File: config.mk
export PLATFORM = sky130hd
export DESIGN_NAME = disp_scan_ctrl
export DESIGN_NICKNAME = d
export VERILOG_FILES = /design/src/rtl/disp_pkg.sv /design/src/rtl/disp_init_rom.sv /design/src/rtl/disp_scan_ctrl.sv
export SDC_FILE = /design/constraint.sdc
export NUM_CORES = 1
export LEC_CHECK = 0
export ABC_CLOCK_PERIOD_IN_PS = 2600
export CELL_PAD_IN_SITES_DETAIL_PLACEMENT = 0
export CELL_PAD_IN_SITES_GLOBAL_PLACEMENT = 2
export CORE_MARGIN = 2
export CORE_UTILIZATION = 31
export DETAILED_ROUTE_END_ITERATION = 16
export PLACE_DENSITY = 0.79
export SLEW_MARGIN = 5
export SYNTH_ARGS = -nofsm -noshare
export SYNTH_HDL_FRONTEND = slang
export SYNTH_SLANG_ARGS = --single-unit
File: constraint.sdc
create_clock -name clk -period 2.6 [get_ports clk]
set_input_delay 0.26 -clock clk [delete_from_list [all_inputs] [get_ports clk]]
set_output_delay 0.26 -clock clk [all_outputs]
set_load 0.02 [all_outputs]
File: src/rtl/disp_pkg.sv
// rtl/disp_pkg.sv - shared states, command bytes and column-base table for the display scan path
package disp_pkg;

    typedef enum logic [2:0] {
        ST_INIT,
        ST_IDLE,
        ST_PCMD,
        ST_ADDR,
        ST_WAIT,
        ST_SEND,
        ST_DONE
    } disp_state_e;

    localparam logic [7:0] CMD_PAGE_BASE = 8'hB0;
    localparam logic [7:0] CMD_COL_LO    = 8'h00;
    localparam logic [7:0] CMD_COL_HI    = 8'h10;
    localparam int         INIT_LEN      = 8;

    function automatic logic [10:0] col_base(input logic [2:0] mode);
        case (mode)
            3'd0:    col_base = 11'd0;
            3'd1:    col_base = 11'd256;
            3'd2:    col_base = 11'd512;
            3'd7:    col_base = 11'd1024;
            default: col_base = 11'd768;
        endcase
    endfunction

    // Per-page command preamble: page select, then column pointer reset low/high nibble
    function automatic logic [7:0] cmd_byte(input logic [1:0] idx, input logic [2:0] page);
        case (idx)
            2'd0:    cmd_byte = CMD_PAGE_BASE | {5'd0, page};
            2'd1:    cmd_byte = CMD_COL_LO;
            default: cmd_byte = CMD_COL_HI;
        endcase
    endfunction

endpackage

File: src/rtl/disp_init_rom.sv
// rtl/disp_init_rom.sv - combinational power-up command table for the OLED controller
module disp_init_rom (
    input  logic [2:0] addr_i,
    output logic [7:0] data_o
);

    always_comb begin
        case (addr_i)
            3'd0:    data_o = 8'hAE;
            3'd1:    data_o = 8'hD5;
            3'd2:    data_o = 8'h80;
            3'd3:    data_o = 8'hA8;
            3'd4:    data_o = 8'h3F;
            3'd5:    data_o = 8'h8D;
            3'd6:    data_o = 8'h14;
            default: data_o = 8'hAF;
        endcase
    end

endmodule

File: src/rtl/disp_scan_ctrl.sv
// rtl/disp_scan_ctrl.sv - OLED frame scan sequencer: address generation, fetch and byte streaming
// Power-up init sequence is compiled in only when DISP_SCAN_INIT_EN is defined.
module disp_scan_ctrl
    import disp_pkg::*;
#(
    parameter int COLS      = 256,
    parameter int FETCH_LAT = 1
) (
    input  logic        clk,
    input  logic        rst,
    input  logic [2:0]  page_mode,
    input  logic        refresh,
    input  logic [7:0]  disp_data,
    output logic [10:0] col_all,
    output logic [2:0]  row_all,
    output logic [7:0]  tx_data,
    output logic        tx_dc,
    output logic        tx_valid,
    input  logic        tx_ready,
    output logic        busy,
    output logic        frame_done
);

    localparam int CW = (COLS > 1) ? $clog2(COLS) : 1;
    localparam int WW = (FETCH_LAT > 0) ? $clog2(FETCH_LAT + 1) : 1;

`ifdef DISP_SCAN_INIT_EN
    localparam disp_state_e RESET_STATE = ST_INIT;
`else
    localparam disp_state_e RESET_STATE = ST_IDLE;
`endif

    disp_state_e    state_q, state_d;
    logic [2:0]     mode_q, mode_d;
    logic [2:0]     page_q, page_d;
    logic [CW-1:0]  col_idx_q, col_idx_d;
    logic [1:0]     cmd_idx_q, cmd_idx_d;
    logic [WW-1:0]  wait_q, wait_d;
    logic [10:0]    col_q, col_d;
    logic [2:0]     row_q, row_d;
    logic [7:0]     tx_data_q, tx_data_d;
    logic           tx_dc_q, tx_dc_d;
    logic           tx_valid_q, tx_valid_d;
    logic           pending_q, pending_d;
    logic           hs;

    assign hs = tx_valid_q & tx_ready;

`ifdef DISP_SCAN_INIT_EN
    logic [2:0] init_idx_q, init_idx_d;
    logic [2:0] init_addr;
    logic [7:0] init_byte;

    // Look one entry ahead on acceptance so init bytes stream back-to-back
    assign init_addr = init_idx_q + 3'(hs);

    disp_init_rom u_init_rom (
        .addr_i (init_addr),
        .data_o (init_byte)
    );

    always_ff @(posedge clk or posedge rst) begin
        if (rst) init_idx_q <= 3'd0;
        else     init_idx_q <= init_idx_d;
    end
`endif

    always_ff @(posedge clk or posedge rst) begin
        if (rst) begin
            state_q    <= RESET_STATE;
            mode_q     <= 3'd0;
            page_q     <= 3'd0;
            col_idx_q  <= '0;
            cmd_idx_q  <= 2'd0;
            wait_q     <= '0;
            col_q      <= 11'd0;
            row_q      <= 3'd0;
            tx_data_q  <= 8'd0;
            tx_dc_q    <= 1'b0;
            tx_valid_q <= 1'b0;
            pending_q  <= 1'b0;
        end else begin
            state_q    <= state_d;
            mode_q     <= mode_d;
            page_q     <= page_d;
            col_idx_q  <= col_idx_d;
            cmd_idx_q  <= cmd_idx_d;
            wait_q     <= wait_d;
            col_q      <= col_d;
            row_q      <= row_d;
            tx_data_q  <= tx_data_d;
            tx_dc_q    <= tx_dc_d;
            tx_valid_q <= tx_valid_d;
            pending_q  <= pending_d;
        end
    end

    always_comb begin
        state_d    = state_q;
        mode_d     = mode_q;
        page_d     = page_q;
        col_idx_d  = col_idx_q;
        cmd_idx_d  = cmd_idx_q;
        wait_d     = wait_q;
        col_d      = col_q;
        row_d      = row_q;
        tx_data_d  = tx_data_q;
        tx_dc_d    = tx_dc_q;
        tx_valid_d = tx_valid_q;
        pending_d  = pending_q | (refresh & (state_q != ST_IDLE));
`ifdef DISP_SCAN_INIT_EN
        init_idx_d = init_idx_q;
`endif
        case (state_q)
`ifdef DISP_SCAN_INIT_EN
            ST_INIT: begin
                if (!tx_valid_q) begin
                    tx_valid_d = 1'b1;
                    tx_dc_d    = 1'b0;
                    tx_data_d  = init_byte;
                end else if (hs) begin
                    if (init_idx_q == 3'(INIT_LEN - 1)) begin
                        tx_valid_d = 1'b0;
                        state_d    = ST_IDLE;
                    end else begin
                        init_idx_d = init_addr;
                        tx_data_d  = init_byte;
                    end
                end
            end
`endif
            ST_IDLE: begin
                if (refresh || pending_q) begin
                    mode_d     = page_mode;
                    page_d     = 3'd0;
                    pending_d  = 1'b0;
                    cmd_idx_d  = 2'd0;
                    tx_valid_d = 1'b1;
                    tx_dc_d    = 1'b0;
                    tx_data_d  = cmd_byte(2'd0, 3'd0);
                    state_d    = ST_PCMD;
                end
            end
            ST_PCMD: begin
                if (hs) begin
                    if (cmd_idx_q == 2'd2) begin
                        tx_valid_d = 1'b0;
                        col_idx_d  = '0;
                        col_d      = col_base(mode_q);
                        row_d      = page_q;
                        state_d    = ST_ADDR;
                    end else begin
                        cmd_idx_d = cmd_idx_q + 2'd1;
                        tx_data_d = cmd_byte(cmd_idx_q + 2'd1, page_q);
                    end
                end
            end
            ST_ADDR: begin
                wait_d  = '0;
                state_d = ST_WAIT;
            end
            ST_WAIT: begin
                if (wait_q == WW'(FETCH_LAT - 1)) begin
                    tx_data_d  = disp_data;
                    tx_dc_d    = 1'b1;
                    tx_valid_d = 1'b1;
                    state_d    = ST_SEND;
                end else begin
                    wait_d = wait_q + 1'b1;
                end
            end
            ST_SEND: begin
                if (hs) begin
                    tx_valid_d = 1'b0;
                    if (col_idx_q != CW'(COLS - 1)) begin
                        col_idx_d = col_idx_q + 1'b1;
                        col_d     = col_base(mode_q) + 11'(col_idx_q) + 11'd1;
                        state_d   = ST_ADDR;
                    end else if (page_q != 3'd7) begin
                        page_d     = page_q + 3'd1;
                        cmd_idx_d  = 2'd0;
                        tx_valid_d = 1'b1;
                        tx_dc_d    = 1'b0;
                        tx_data_d  = cmd_byte(2'd0, page_q + 3'd1);
                        state_d    = ST_PCMD;
                    end else begin
                        state_d = ST_DONE;
                    end
                end
            end
            ST_DONE: state_d = ST_IDLE;
            default: state_d = ST_IDLE;
        endcase
    end

    assign col_all    = col_q;
    assign row_all    = row_q;
    assign tx_data    = tx_data_q;
    assign tx_dc      = tx_dc_q;
    assign tx_valid   = tx_valid_q;
    assign busy       = (state_q != ST_IDLE) && (state_q != ST_DONE);
    assign frame_done = (state_q == ST_DONE);

endmodule

==> impl_results.md, run 1 <==
- Die height: around 86 um
- Gr usage total: around 15%
- Post-DR wirelength/cell: around 15 um
- Worst Skew: between 0.01 and 0.015 ns
- Yosys warns: 0
- TritonCTS clock tree: done
- Core footprint: between 0.006 and 0.007 sq mm
- Final Setup Violations: 0
- Post-route ant nets: 0
- Die area: between 0.007 and 0.008 sq mm
- Clock latency on the worst-skew pair: approximately 0.30 ns
- Largest net degree at the start of global routing: 22
- Inserted Clock Buffers: 5
- Vias in the first global route: 1,673
- Top post-synthesis cells by area: dfrtp_1, o21ai_0, mux2_2, nor2_1, ha_1
- CP arrival: about 2.1 ns
- Number of library cell types mapped by synthesis: 49
- Vias: between 1,500 and 2,000
- Register bit total from synthesis: 36
- Synthesized area per cell: approximately 9.4 sq um
- First-pass GRT wire length: 8480 um
- Initial Utilization: around a third
- Status: finished, final reports clean
- Final min period: around 2.4 ns
- Sequential share of the synthesized area: between 40% and 50%
- Max Slew Vio Count: 0
- Row count: 29
- CP max FO: 18
- Root Buffer: clkbuf_8
- FMAX: 419 MHz
- Worst slack, placed: ~0.36 ns
- Final Cycle Share: just over 90%
- Clk slew on worst S/H paths: around 0.070 ns
- Clock power share: around a fifth
- Worst Hold Class: primary input to async pin
- Post-synth net total: around 250
- Synth Instances: around 220
- IO Count: between 40 and 50
- Post-CTS resize count: 0
- Worst-margin pin slew: around 0.63 ns
- Final Hold Violating Endpoints: 0
- Final worst-path setup slack: 0.216 ns
- Post-route cell area: between 0.002 and 0.003 sq mm
- Vias/cell: approximately 5.1
- Post-Route WL: just over 5000 um
- Proportion of layout cells with a drive suffix above 1: between 10% and 20%
- Synth top area share: approximately two fifths
- Yosys top cell by area: dfrtp_1
- Initial antenna violation count: 0
- I/O Buffers: 40
- # Post-CTS Setup Buffers: 0
- Pleak: around 1.2 nW
- Pwr dens: around 940 mW/mm^2
- CP required: between 2 and 2.5 ns
- First-pass DRT Iterations: 5
- Final #Nets: between 200 and 300
- Total of max-cap violations: 0
- CTS Hold Bufs: 0
- Post-Syn Area: approximately 0.0021 sq mm
- Drt drc: 0
- CTS Sinks: 36
- Post-synth EDFFs: 0
- Clock buffer depth: 2
- Startpoint Class: flip-flop
- CP Class: flip-flop to primary output
- Post-DP Area: ~0.0026 sq mm
- Max-slew headroom at the worst pin: slightly below 60%
- Initial DRC Count: 98
- VDD IR-drop max: about 0.00044 V
- Hpwl dp: around 4000 um
- DIE WIDTH: 86.2 um
- Final Wtd Congestion: roughly 0.84
- Area delta synth->final: 30.2%
- Antenna fix cells: 0
- P_sw: between 0.9 and 1 mW
- Post-synthesis async set-or-reset flop share: 100%
- Top_reg_cell synth: dfrtp_1
- Seq pwr share: a little over a third
- H-tree Lvls: 2
- Fin Hold WS: 0.320 ns
- Setup crit end kind: primary output
- Internal power: 1.58 mW
- Total Neg Setup Slack: 0 ns
- Flop2flop setup slack: 0.41 ns
- Sw Share: approximately 38%
- Overflow after GRT: 0
- RSZ-0062 raised after global routing: false
- Combinational fraction of design power: approximately 44%
-- metrics by stage --
stage,instances,util (%),total power [mW]
final,348,42.4,2.56
after global routing,348,42.4,2.76
after CTS,348,42.4,2.60
after detailed placement,340,40.5,2.05
after global placement,340,40.5,2.05
after floorplan,223,-,1.68
-- power by group through the flow --
stage | sequential (mW) | combinational, mW | clock, mW
after floorplan | 0.895 | 0.785 | 0
after global placement | 0.906 | 1.14 | 0
after detailed placement | 0.907 | 1.14 | 0
after CTS | 0.896 | 1.14 | 0.561
after global routing | 0.927 | 1.25 | 0.585
final | 0.894 | 1.13 | 0.542
-- path summary, 6_finish.rpt --
kind	startpoint	to	cells after the start
max	state_q[2]	frame_done	3
min	rst	col_idx_q[2]	2
max reg2reg	page_q[0]	tx_data[1]	6
min reg2reg	tx_data[4]	tx_data[4]	1
max in group asynchronous	rst	tx_data[4]	3
min in group clk	tx_data[4]	tx_data[4]	1
-- layer usage --
metal | track usage (%) | vias up | wire (um) | part of all wire (%)
met5 | 0 | - | 0 | 0
met4 | 4.69 | 0 | 70 | 1.3
met3 | 3.14 | 6 | 223 | 4.3
met2 | 21.8 | 38 | 2280 | 44
met1 | 21.2 | 839 | 2620 | 50
li1 | - | 899 | - | -
-- final cells by class --
class	count	area [sq um]
flip-flops and latches	36	902
multi-input cells	171	1110
repair buffers	48	460
fillers	642	3700
clock buffers	7	96.3
clock inverters	1	30.0
inverters	8	30.0
well taps	77	96.3
-- kinds of logic after synthesis --
family                   synth area share (%)
multiplexers                             6.81
buffers and inverters                    3.89
AO/OA/AOI/OAI                            18.8
flip-flops                               43.1
adder cells (fa/ha/maj)                  4.18
AND/OR/NAND/NOR                          20.3
XOR/XNOR                                 2.93
-- critical path, stage by stage, from the launching register on --
cell,delay (ns)
dfrtp_1,0.71
inv_1,0.13
nor3_1,0.32
clkdlybuf4s50_1,0.68
-- state kept, by name, indices dropped and copies added (netlist names) --
name / cells
cmd_idx_q: 2
col_all: 4
col_idx_q: 7
mode_q: 3
page_q: 3
pending_q: 1
row_all: 3
state_q: 3
tx_data: 8
tx_dc: 1
tx_valid: 1
-- placed cells by master (no fill, tap or decap), drive strengths merged, types with 3 or more instances in the layout --
master         count
nor2              28
dfrtp             35
o21ai             28
nor4               3
a22oi              3
a22o               3
nand2             22
buf                8
mux2              10
a21o               3
inv                8
xor2               7
ha                 7
mux2i              3
clkbuf             7
nor3               8
nand3             11
clkdlybuf4s50     40
a21oi              5
a211oi             4
-- Yosys cell counts, types with 2 or more instances --
cell type / instances
xor2_1: 7
clkbuf_1: 3
a21o_1: 3
mux2_2: 10
o2111ai_1: 2
nand2b_1: 2
nand2_1: 21
o21ai_0: 26
a22o_1: 3
o211ai_1: 2
a22oi_1: 3
buf_2: 2
a211oi_1: 3
nor3_1: 7
buf_6: 2
inv_1: 8
o21ai_1: 2
nand3_1: 11
and4_1: 2
ha_1: 7
dfrtp_1: 35
nor2_1: 27
nor4_1: 3
mux2i_1: 3
a21oi_1: 5
(Power assumes the default switching activity.)
==> inputs of run 2 (changes only) <==
CORE_ASPECT_RATIO = 1.5   (was default)
CORE_UTILIZATION = 33   (was 31)
CTS_BUF_LIST = sky130_fd_sc_hd__clkbuf_8   (was default)
PLACE_DENSITY = 0.84   (was 0.79)
==> run 2 against run 1 <==
Compared with the run above:
- maximum frequency up 0.47%
- cell count down 1.4%
- clock power down 9.8%
- sequential power up 2%
- sequential cell count unchanged
- non-clock buffer count down 2
- combinational power about the same
- global-route usage up 0.91 points
- critical path type unchanged
==> impl_results.md, run 2 (synthesis results as in run 1) <==
- Status: finished, final reports clean
- Post-route ant nets: 0 (unchanged)
- CP top delay family: buffers and inverters
- Overflow after GRT: 0 (unchanged)
- Final #Nets: 290 (-0.68%)
- P_sw: 0.996 mW (+0.89%)
- VDD IR-drop max: 0.000408 V (-7.3%)
- Seq pwr share: 36.5% (+1.6 points)
- Post-DR wirelength/cell: 15.2 um (+1.7%)
- CP arrival: 2.11 ns (about the same)
- Inserted Clock Buffers: 5 (unchanged)
- Initial Utilization: 34.1% (+1.5 points)
- Slowest-stage cell, CP: dfrtp_1
- TritonCTS clock tree: done
- Pwr dens: 932 mW/mm^2 (-1.0%)
- Final Cycle Share: 91.3% (-0.43 points)
- CP Class: flip-flop to primary output
- H-tree Lvls: 2 (unchanged)
- Worst Skew: 0.0116 ns (+0.00119 ns)
- Die area: 0.00701 sq mm (-5.6%)
- Setup crit end kind: primary output
- Startpoint Class: flip-flop
- DIE WIDTH: 69.0 um (-20%)
- CP Cell Sequence: inv_1, nor3_1, clkdlybuf4s50_1
- RSZ-0062 raised after global routing: false
- CP bufs+invs: 2 (unchanged)
- Clk slew on worst S/H paths: 0.08 ns (about the same)
- FMAX: 421 MHz (+0.47%)
- CP required: 2.34 ns (about the same)
- Fin Hold WS: 0.374 ns (+0.0537 ns)
- Clock power share: 19.5% (-1.6 points)
- Most frequent cells in the layout: clkdlybuf4s50_1, dfrtp_1, nor2_1
- Total of max-cap violations: 0 (unchanged)
- Drt drc: 0 (unchanged)
- Final min period: 2.37 ns (-0.0112 ns)
- Commonest non-fill, non-tap cell in the layout: clkdlybuf4s50_1
- Gr usage total: 15.5% (+0.91 points)
- Flop2flop setup slack: 0.39 ns (-0.02 ns)
- Initial DRC Count: 80 (-18%)
- First-pass DRT Iterations: 4 (-1)
- Worst-margin pin slew: 0.607 ns (-0.0249 ns)
- Vias/cell: 5.39 (+5.3%)
- Die height: 102 um (+18%)
- Initial antenna violation count: 0 (unchanged)
- Root Buffer: clkbuf_8
- Pleak: 1.15 nW (-1.3%)
- Vias in the first global route: 1,787 (+6.8%)
- Row count: 35 (+21%)
- Cells on worst reg2reg path: 6 (unchanged)
- Proportion of layout cells with a drive suffix above 1: 12.6% (-1.0 points)
- Max-slew headroom at the worst pin: 59.5% (+1.7 points)
- Antenna fix cells: 0 (unchanged)
- Largest register FFs: 8 (unchanged)
- Final Hold Violating Endpoints: 0 (unchanged)
- Clock latency on the worst-skew pair: 0.29 ns (about the same)
- Largest net degree at the start of global routing: 37 (+68%)
- Reg2Reg Launch Point: page_q[0]
- Area delta synth->final: 28.4%
- Internal power: 1.51 mW (-4.4%)
- Final Wtd Congestion: 0.767 (-8.8%)
- # Post-CTS Setup Buffers: 0 (unchanged)
- Post-CTS resize count: 0 (unchanged)
- CTS Hold Bufs: 0 (unchanged)
- Sw Share: 39.8% (+1.3 points)
- CP max FO: 16 (-2)
- Total Neg Setup Slack: 0 ns (unchanged)
- Final Setup Violations: 0 (unchanged)
- First-pass GRT wire length: 8650 um (+2.0%)
- Worst Hold Class: primary input to async pin
- Capturing point of the worst reg2reg path: tx_data[2]
- Clock buffer depth: 2 (unchanged)
- Vias: 1,849 (+3.8%)
- Combinational fraction of design power: 44.0% (about the same)
- CTS Sinks: 36 (unchanged)
- Max Slew Vio Count: 0 (unchanged)
- IO Count: 41 (unchanged)
- I/O Buffers: 40 (unchanged)
- Core footprint: 0.00613 sq mm (-4.5%)
- CP max stage delay: 0.65 ns (-0.06 ns)
- Hpwl dp: 3900 um (-1.4%)
- Post-Route WL: 5200 um (+0.19%)
run 2: cell types whose count changed in the layout (fill, tap and decap cells not counted):
cell and delta:
inv_1 +1, clkbuf_8 -2, buf_4 -2, clkinv_2 +1
run 2: worst max path at each step:
stage	startpoint	slack (ns)	cells past startpoint	endpoint
floorplan	col_idx_q[0]	0.65	5	col_idx_q[0]
finish	state_q[1]	0.23	3	frame_done
global route	state_q[1]	0.04	3	frame_done
global placement	tx_ready	0.43	5	tx_data[2]
CTS	state_q[1]	0.19	3	frame_done
detailed placement	tx_ready	0.38	5	tx_data[2]
run 2: layout make-up:
type	count	area [sq um]
inverters	8	30.0
fillers	652	3440
repair buffers	46	445
multi-input cells	171	1110
clock inverters	3	38.8
clock buffers	5	68.8
well taps	74	92.6
flip-flops and latches	36	902
run 2: routing by layer:
| layer | global-route usage [%] | vias to the layer above | share of wire, % |
|---|---|---|---|
| met5 | 0 | - | 0 |
| met2 | 28.3 | 36 | 53 |
| li1 | - | 899 | - |
| met3 | 2.69 | 8 | 2.7 |
| met1 | 17.9 | 906 | 43 |
| met4 | 6.64 | 0 | 1.8 |
run 2: metrics by stage:
step	setup slack (ns)	total power, mW	utilization, %	instances	cell area [sq um]
global placement	0.425	2.03	42.1	335	2580
finish	0.227	2.50	43.8	343	2690
detailed placement	0.384	2.04	42.1	335	2580
CTS	0.193	2.53	43.8	343	2690
floorplan	0.654	1.68	-	223	2090
global route	0.0408	2.70	43.8	343	2690
run 2: power by group through the flow:
| stage | clock, mW | combinational [mW] | sequential (mW) |
|---|---|---|---|
| floorplan | 0 | 0.785 | 0.895 |
| CTS | 0.501 | 1.12 | 0.914 |
| global route | 0.526 | 1.22 | 0.945 |
| finish | 0.489 | 1.10 | 0.913 |
| global placement | 0 | 1.11 | 0.924 |
| detailed placement | 0 | 1.11 | 0.925 |
run 2: tightest hold or removal path: cells and delay by family:
family	cells	cell delay [ns]
buf+inv	3	0.84
==> inputs of run 3 (changes only) <==
ABC_AREA = 1   (was default)
ABC_CLOCK_PERIOD_IN_PS = default   (was 2600)
CORE_UTILIZATION = 31   (was 33)
==> run 3 against run 2 <==
Compared with the run above:
- clock-buffer cell count up 1
- core utilization down 3.8 points
- sequential share of layout area decreased by 0.64 points
- die area grew 10%
- total power increased by 12%
- routed wire length is 5.3% higher
- hold slack worse by 0.0081 ns
- maximum frequency increased by 10%
- critical path depth grew 2
- via count up 6.0%
- area after synthesis increased by 4.0%
- non-clock buffer count decreased by 5
- largest cell class unchanged
==> impl_results.md, run 3 <==
- Post-synthesis mux area share: 0.517% (-6.3 points)
- Clock latency on the worst-skew pair: 0.30 ns (about the same)
- Vias in the first global route: 2,033 (+14%)
- Area delta synth->final: 25.9%
- Final Wtd Congestion: 0.921 (+20%)
- TritonCTS clock tree: done
- Final Setup Violations: 0 (unchanged)
- Worst-margin pin slew: 0.485 ns (-0.122 ns)
- Max-slew headroom at the worst pin: 67.7% (+8.1 points)
- CP arrival: 1.89 ns (-0.22 ns)
- Setup crit end kind: primary output
- Count leader, synth: nand2_1
- CTS Sinks: 36 (unchanged)
- CP Class: flip-flop to primary output
- Die area: 0.00772 sq mm (+10%)
- Final #Nets: 353 (+22%)
- First-pass DRT Iterations: 4 (unchanged)
- Most frequent cells in the layout: nand2_1, clkdlybuf4s50_1, dfrtp_1
- Post-DP Area: 0.00264 sq mm (+2.5%)
- Yosys warns: 0 (unchanged)
- Final worst-path setup slack: 0.447 ns (+0.220 ns)
- IO Count: 41 (unchanged)
- CP max FO: 9 (-7)
- Initial antenna violation count: 0 (unchanged)
- Post-DR wirelength/cell: 13.3 um (-12%)
- Total Neg Setup Slack: 0 ns (unchanged)
- Total of max-cap violations: 0 (unchanged)
- Synthesized area per cell: 7.59 sq um (-19%)
- I/O Buffers: 40 (unchanged)
- Post-Synth XOR/XNOR Area: 1.21% (-1.7 points)
- Most frequent cells after synthesis: nand2_1, dfrtp_1, nand3_1
- Final min period: 2.15 ns (-0.220 ns)
- Simple-gate area share of the yosys netlist: 39.7% (+19 points)
- Capturing point of the worst reg2reg path: col_all[9]
- Largest net degree at the start of global routing: 37 (unchanged)
- RSZ-0062 raised after global routing: false
- Yosys top cell by area: dfrtp_1
- Cells on worst reg2reg path: 9 (+3)
- Register bit total from synthesis: 36 (unchanged)
- H-tree Lvls: 2 (unchanged)
- # Post-CTS Setup Buffers: 0 (unchanged)
- Largest register FFs: 8 (unchanged)
- Vias: 1,960 (+6.0%)
- Post-synth net total: 309 (+26%)
- Drt drc: 0 (unchanged)
- Initial Utilization: 31.8% (-2.4 points)
- Top post-synthesis cells by area: dfrtp_1, nand2_1, nand3_1, nor2_1, inv_1
- FMAX: 464 MHz (+10%)
- Post-Route WL: 5470 um (+5.3%)
- Total power: 2.79 mW (+12%)
- Commonest non-fill, non-tap cell in the layout: nand2_1
- Worst Hold Class: primary input to async pin
- Worst Skew: 0.00732 ns (-0.00432 ns)
- Clock buffer depth: 2 (unchanged)
- Post-synthesis async set-or-reset flop share: 100% (unchanged)
- Max Slew Vio Count: 0 (unchanged)
- Post-route ant nets: 0 (unchanged)
- Overflow after GRT: 0 (unchanged)
- Antenna fix cells: 0 (unchanged)
- Post-route cell area: 0.00274 sq mm (+2.0%)
- Non-Filler Instances: 410 (+20%)
- Fin Hold WS: 0.366 ns (-0.00812 ns)
- Status: finished, final reports clean
- Clk slew on worst S/H paths: 0.08 ns (about the same)
- Post-CTS resize count: 0 (unchanged)
- Synth top area share: 40.2% (-1.6 points)
- Vias/cell: 4.78 (-11%)
- Adder-cell share of the synthesized area: 4.02% (-0.16 points)
- Final Cycle Share: 82.8% (-8.5 points)
- Top_reg_cell synth: dfrtp_1
- Row count: 37 (+5.7%)
- Root Buffer: clkbuf_8
- Pwr dens: 1020 mW/mm^2 (+9.5%)
- Gr usage total: 15.6% (+0.064 points)
- Post-layout util: 40.0% (-3.8 points)
- Synth Instances: 287 (+29%)
- Pleak: 1.36 nW (+18%)
- DP Cell Count: 402 (+20%)
- Sequential share of the synthesized area: 41.4% (-1.7 points)
- Core footprint: 0.00685 sq mm (+12%)
- Startpoint Class: flip-flop
- CP required: 2.34 ns (about the same)
- Die height: 107 um (+5.0%)
- VDD IR-drop max: 0.000329 V (-19%)
- First-pass GRT wire length: 9430 um (+9.0%)
- Post-Syn Area: 0.00218 sq mm (+4.0%)
- Inserted Clock Buffers: 5 (unchanged)
- Filler instances: 761 (+17%)
- Proportion of layout cells with a drive suffix above 1: 12.3% (-0.29 points)
- Number of library cell types mapped by synthesis: 29 (-41%)
- Flop2flop setup slack: 0.78 ns (+0.39 ns)
- Reg2Reg Launch Point: state_q[2]
- DIE WIDTH: 72.4 um (+4.9%)
- Worst slack, placed: 0.760 ns (+0.376 ns)
- Final Hold Violating Endpoints: 0 (unchanged)
- Hpwl dp: 4100 um (+5.2%)
- CTS Hold Bufs: 0 (unchanged)
- Post-synthesis compound-gate area fraction: 6.15% (-13 points)
- Post-synth EDFFs: 0 (unchanged)
- Largest family of logic cells by synthesized area: simple AND/OR/NAND/NOR gates
- Initial DRC Count: 55 (-31%)
[run 3: cell families after synthesis]
| logic type | after synthesis |
|---|---|
| buf+inv | 33 |
| xor+xnor | 3 |
| mux | 1 |
| flops | 36 |
| compound gates | 24 |
| fa+ha+maj | 7 |
| simple gates | 183 |
[run 3: layer usage]
metal	routed length [um]	track usage [%]	part of all wire [%]
met3	164	2.63	3.0
met1	2230	17.4	41
met2	3000	29.2	55
met4	74	5.16	1.4
met5	0	0	0
[run 3: area by class of cell]
class | instances | area (sq um) | share of cell area (%)
timing repair buffer | 41 | 408 | 14.9
tap | 78 | 97.6 | 3.56
sequential | 36 | 902 | 32.9
clock buffer | 6 | 82.6 | 3.01
clock inverter | 2 | 13.8 | 0.502
multi-input combinational | 218 | 1120 | 41.0
inverter | 29 | 114 | 4.16
[run 3: report_power, final]
group	total (mW)	internal (mW)	leakage (nW)	switching, mW
registers	0.868	0.720	0.469	0.148
clock network	0.445	0.217	0.0516	0.228
logic	1.48	0.544	0.838	0.937
total	2.79	1.48	1.36	1.31
[run 3: worst max-delay path, stage by stage, from the launching register on]
cell and delay [ns]:
dfrtp_1 0.56, inv_2 0.12, nand3_1 0.14, inv_1 0.09, nor2_1 0.09, clkdlybuf4s50_1 0.60
[run 3: worst max path at each step]
stage	start	end	slack (ns)	cells after the start
CTS	state_q[2]	busy	0.44	5
detailed placement	state_q[2]	col_all[9]	0.76	9
global route	state_q[2]	busy	0.26	5
finish	state_q[2]	busy	0.45	5
global placement	state_q[2]	busy	0.80	5
floorplan	col_idx_q[0]	tx_data[0]	1.02	10
